$ cat src/rtl/instr_fetch_queue.sv
// Sequential instruction fetch into a DEPTH-entry {pc, instr} queue; redirect flushes the queue and restarts fetch.
// Latency: request -> data next cycle -> instr_valid the cycle after (same cycle as the data with FETCH_BYPASS_EN).
// Backpressure: a request is issued only while queued + in-flight < DEPTH; the head is held while !instr_ready.
module instr_fetch_queue #(
    parameter int                       ADDRESS_WIDTH = 32,
    parameter int                       DATA_WIDTH    = 32,
    parameter int                       DEPTH         = 4,
    parameter logic [ADDRESS_WIDTH-1:0] RESET_PC      = '0
) (
    input  logic                     clk,
    input  logic                     rst,
    output logic                     imem_req,
    output logic [ADDRESS_WIDTH-1:0] imem_addr,
    input  logic [DATA_WIDTH-1:0]    imem_rdata,
    input  logic                     redirect,
    input  logic [ADDRESS_WIDTH-1:0] redirect_pc,
    output logic                     instr_valid,
    output logic [DATA_WIDTH-1:0]    instr,
    output logic [ADDRESS_WIDTH-1:0] instr_pc,
    input  logic                     instr_ready
);

    localparam int PTR_W = (DEPTH > 1) ? $clog2(DEPTH) : 1;
    localparam int CNT_W = PTR_W + 1;

    logic [ADDRESS_WIDTH-1:0] fetch_pc;
    logic [ADDRESS_WIDTH-1:0] pc_q;
    logic                     inflight;
    logic [CNT_W-1:0]         count;
    logic [PTR_W-1:0]         rd_ptr;
    logic [PTR_W-1:0]         wr_ptr;
    logic [ADDRESS_WIDTH-1:0] fifo_pc    [DEPTH];
    logic [DATA_WIDTH-1:0]    fifo_instr [DEPTH];

    logic [CNT_W:0]           occupancy;
    logic                     credit;
    logic                     resp;
    logic                     push;
    logic                     pop_fifo;
    logic                     unused_pc_lsbs;

    assign unused_pc_lsbs = ^redirect_pc[1:0];

    // A pop in the same cycle does not return a credit; that keeps the check off the decode path.
    assign occupancy = {1'b0, count} + {{CNT_W{1'b0}}, inflight};
    assign credit    = occupancy < (CNT_W + 1)'(DEPTH);
    assign imem_req  = rst && !redirect && credit;
    assign imem_addr = fetch_pc;
    assign resp      = inflight && !redirect;

`ifdef FETCH_BYPASS_EN
    logic bypass;

    assign bypass = resp && (count == '0);

    always_comb begin
        instr_valid = (count != '0) || bypass;
        instr       = bypass ? imem_rdata : fifo_instr[rd_ptr];
        instr_pc    = bypass ? pc_q       : fifo_pc[rd_ptr];
        pop_fifo    = instr_ready && (count != '0);
        push        = resp && !(bypass && instr_ready);
    end
`else
    always_comb begin
        instr_valid = (count != '0);
        instr       = fifo_instr[rd_ptr];
        instr_pc    = fifo_pc[rd_ptr];
        pop_fifo    = instr_valid && instr_ready;
        push        = resp;
    end
`endif

    always_ff @(posedge clk or negedge rst) begin
        if (!rst) begin
            fetch_pc <= RESET_PC;
            pc_q     <= '0;
            inflight <= 1'b0;
        end else begin
            inflight <= imem_req;
            if (redirect) begin
                fetch_pc <= {redirect_pc[ADDRESS_WIDTH-1:2], 2'b00};
            end else if (imem_req) begin
                fetch_pc <= fetch_pc + ADDRESS_WIDTH'(4);
                pc_q     <= fetch_pc;
            end
        end
    end

    always_ff @(posedge clk or negedge rst) begin
        if (!rst) begin
            count  <= '0;
            rd_ptr <= '0;
            wr_ptr <= '0;
            for (int i = 0; i < DEPTH; i++) begin
                fifo_pc[i]    <= '0;
                fifo_instr[i] <= '0;
            end
        end else if (redirect) begin
            // A same-cycle pop is already owned by decode; everything else is dropped.
            count  <= '0;
            rd_ptr <= '0;
            wr_ptr <= '0;
        end else begin
            if (push) begin
                fifo_pc[wr_ptr]    <= pc_q;
                fifo_instr[wr_ptr] <= imem_rdata;
                wr_ptr             <= wr_ptr + PTR_W'(1);
            end
            if (pop_fifo) begin
                rd_ptr <= rd_ptr + PTR_W'(1);
            end
            case ({push, pop_fifo})
                2'b10:   count <= count + CNT_W'(1);
                2'b01:   count <= count - CNT_W'(1);
                default: count <= count;
            endcase
        end
    end

endmodule

$ cat config.mk
export PLATFORM = sky130hd
export DESIGN_NAME = instr_fetch_queue
export DESIGN_NICKNAME = d
export VERILOG_FILES = /design/src/rtl/instr_fetch_queue.sv
export SDC_FILE = /design/constraint.sdc
export NUM_CORES = 1
export LEC_CHECK = 0
export CAP_MARGIN = 15
export CORE_AREA = 3 3 170 172
export DETAILED_ROUTE_END_ITERATION = 12
export DIE_AREA = 0 0 173 175
export PLACE_DENSITY = 0.85
export REMOVE_ABC_BUFFERS = 1
export SYNTH_ARGS = -nofsm -noshare
export SYNTH_HDL_FRONTEND = slang
export SYNTH_SLANG_ARGS = --single-unit
export TNS_END_PERCENT = 5
$ cat constraint.sdc
create_clock -name clk -period 2.1 [get_ports clk]
set_input_delay 0.315 -clock clk [delete_from_list [all_inputs] [get_ports clk]]
set_output_delay 0.315 -clock clk [all_outputs]
set_load 0.02 [all_outputs]
==> impl_metrics.toml <==
[outcome]
outcome = "finished with violations"
violations = "setup timing"

[worst_hold_path]
hold_class = "in2reg"
hold_path_depth = 3
min-delay-start = "redirect"
holdPathEnd = "count[1]"

[sta]
final-max-slew-violation-count = 0
max_freq_ghz = 0.426
setup_viol = 62
slew_headroom = 0.351
worst_slack_ps = -245
clock-skew-final_ps = 24.1
period_share = 1.12
tightest_slew_ps = 974
fin_crit_ps = 2340
whs_ps = 188
rsz0062_at_grt = "yes"
hold_viol = 0

[setup_path]
r2r_cells = 7
crit_buf_inv = 3
cp_top_family = "multiplexers"
ff2ff_setup_slack_ps = 100
worstPathRequired_ps = 1780
path_max_fanout = 10
start_kind = "flop"
reg2reg_from = "count[2]"
arrival_ps = 2030
worstPathCellList = "buf_8 > buf_12 > mux4_2 > buf_2"
cpPeakStageDelay_ps = 520
critPathSlowestCell = "mux4_2"
worstSetupEndpointType = "output pin"
worstReg2RegEnd = "count[2]"
path_class = "reg2out"

[power]
p_clk_frac = 0.257
ir_worst_vdd_uv = 598
switching_share = 0.320
p_per_area_nw_per_um2 = 1350
pwr-share-comb = 0.364
total_power_uw = 23900
p_seq_frac = 0.379
leakage_uw = 0.00825
p_switching_uw = 7640
p_int_uw = 16200

[logic_synthesis]
ys_ff_latch = 316
synth-xor-area-share = 0.00499
async_flop_share = 1.00
yosysSeqAreaShare = 0.563
syn-cell-area_um2 = 14000
synth_cell_type_count = 50
synth_top_family_by_area = "multiplexers"
synth_mux_area_frac = 0.301
avgSynthCellArea_um2 = 14.2
yosysWarningCount = 0
synth_fa_ha_area_frac = 0.00588
synth_edf_count = 0
synth-simple-area-share = 0.0732
synth-compound-area-share = 0.0283
synth_cells = 990
yosys_most_used_dff = "dfrtp_1"

[finish]
multi_input_area_um2 = 5860
layout-drive-gt1-share = 0.423
mostFrequentLayoutCells = "dfrtp_1, mux2_2, nand2_1"
seqCellArea_um2 = 7920
fillerInstances = 2005
finalInstanceArea_um2 = 17700
final_common_cell = "dfrtp_1"
nets = 1260
fin_cells = 1587
n_antenna_cell = 0
syn_to_final_growth_pct = 26.1

[floorplanning]
die_area_um2 = 30300
start_util = 0.508
ioPinCount = 166
rows = 61
core_um2 = 27600
die_h_um = 175
die_x_um = 173

[routing]
post-route-drc-count = 0
drt_first_iter_violations = 686
viasPerCell = 5.76
vias = 9136
ant_nets = 0
drt_wl_total_um = 33100
avgRoutedWirePerCell_um = 20.8
drt_pass1_iterations = 5

[placed_design]
place_area_um2 = 16500
portBuffers = 159
dp.cells = 1518
place_ws_ps = -84.3
hpwl_um = 20900
finalWeightedCongestion = 0.799

[clocking]
clockRootBuffer = "clkbuf_16"
insertion_delay_ps = 510
htreeDepth = 2
clock_sinks = 316
cts_buffers = 35
clkTransAtPathRegs_ps = 60
cts_tree = "yes"
clockBufferDepth = 3

[global_route]
grtUsageTotal = 0.220
grt_pass1_vias = 9894
grt_max_degree = 117
grt-ovfl-total = 0
grt_antenna_before_repair = 1
grt_pass1_wl_um = 53500

[run]
maxCapViolCount = 0
-- cells by family (layout without fill, tap and decap cells) --
group,Yosys count,count (layout)
AOI/OAI and AO/OA,59,59
muxes,313,313
adders and majority gates,6,6
and+or+nand+nor,218,218
buffers and inverters,69,285
other,1,4
xor gates and xnor gates,8,8
DFF,316,316
-- worst register-to-register path, stage by stage, from the launching register on --
cell	delay [ps]
dfrtp_1	440
o31ai_4	290
nor2_1	90
fa_1	380
or3_1	380
nand2_1	90
xnor2_1	130
nor2_1	80
-- state kept, by name, summed over array words and instances (netlist names) --
| name | cells |
|---|---|
| fifo_pc | 120 |
| imem_addr | 30 |
| fifo_instr | 128 |
| count | 3 |
| rd_ptr | 2 |
| inflight | 1 |
| pc_q | 30 |
| wr_ptr | 2 |
-- power by group through the flow --
stage / Combinational, uW / Clock, uW / Sequential, uW
6_report: 8680 / 6150 / 9050
5_1_grt: 9240 / 6550 / 9310
4_1_cts: 8490 / 6280 / 9010
3_5_place_dp: 8560 / 0 / 9110
3_3_place_gp: 8370 / 0 / 8960
2_1_floorplan: 4720 / 0 / 9060
-- timing repair --
action,CTS,global route
endpoints found under the hold margin,194,0
gates cloned,3,1
pin swaps,0,3
setup endpoints to repair,64,77
hold buffers,1,0
resized for setup,286,34
setup buffers,4,0
-- layer usage --
| metal | track usage | part of all wire | up-vias |
|---|---|---|---|
| li1 | - | - | 4002 |
| met5 | 0 | 0.00054 | - |
| met4 | 0.0652 | 0.024 | 2 |
| met1 | 0.288 | 0.42 | 4724 |
| met2 | 0.370 | 0.49 | 349 |
| met3 | 0.0506 | 0.069 | 59 |
-- metrics by stage --
stage / utilization / setup TNS [ps]
2_1_floorplan: - / -272570
3_3_place_gp: 0.596 / -1970
3_5_place_dp: 0.596 / -2410
4_1_cts: 0.637 / -12010
5_1_grt: 0.641 / -14330
6_report: 0.641 / -11410
-- layout make-up --
type,instances,share of cell area
Clock inverter,11,0.00834
Sequential cell,316,0.447
Inverter,5,0.00106
Tap cell,378,0.0267
Clock buffer,49,0.0576
Multi-Input combinational cell,608,0.331
Timing Repair Buffer,220,0.128
-- synth_stat cells (5+ instances only) --
cell | number | area [um2]
a21oi_1 | 8 | 40.0
buf_1 | 5 | 18.8
buf_2 | 41 | 205
clkbuf_1 | 13 | 48.8
dfrtp_1 | 316 | 7910
ha_1 | 5 | 62.6
inv_1 | 5 | 18.8
mux2_2 | 248 | 2790
mux4_2 | 62 | 1400
nand2_1 | 124 | 465
nand3_1 | 22 | 110
nand4_1 | 10 | 62.6
nor2_1 | 22 | 82.6
nor2b_1 | 7 | 43.8
nor3b_1 | 5 | 37.5
o211ai_1 | 5 | 37.5
o21ai_0 | 20 | 100
o311ai_0 | 5 | 43.8
or3_1 | 7 | 43.8
xor2_1 | 5 | 43.8
-- worst max path at each step --
stage	cells past startpoint	end	from	slack (ps)
final	4	instr[12]	rd_ptr[0]	-240
after global placement	3	instr_pc[19]	rd_ptr[0]	-80
after detailed placement	3	instr_pc[19]	rd_ptr[0]	-80
after floorplan	6	imem_addr[5]	inflight	-1630
after global routing	4	instr_pc[17]	rd_ptr[0]	-300
after CTS	4	instr[12]	rd_ptr[0]	-240
Power figures use the tool's default switching activity.
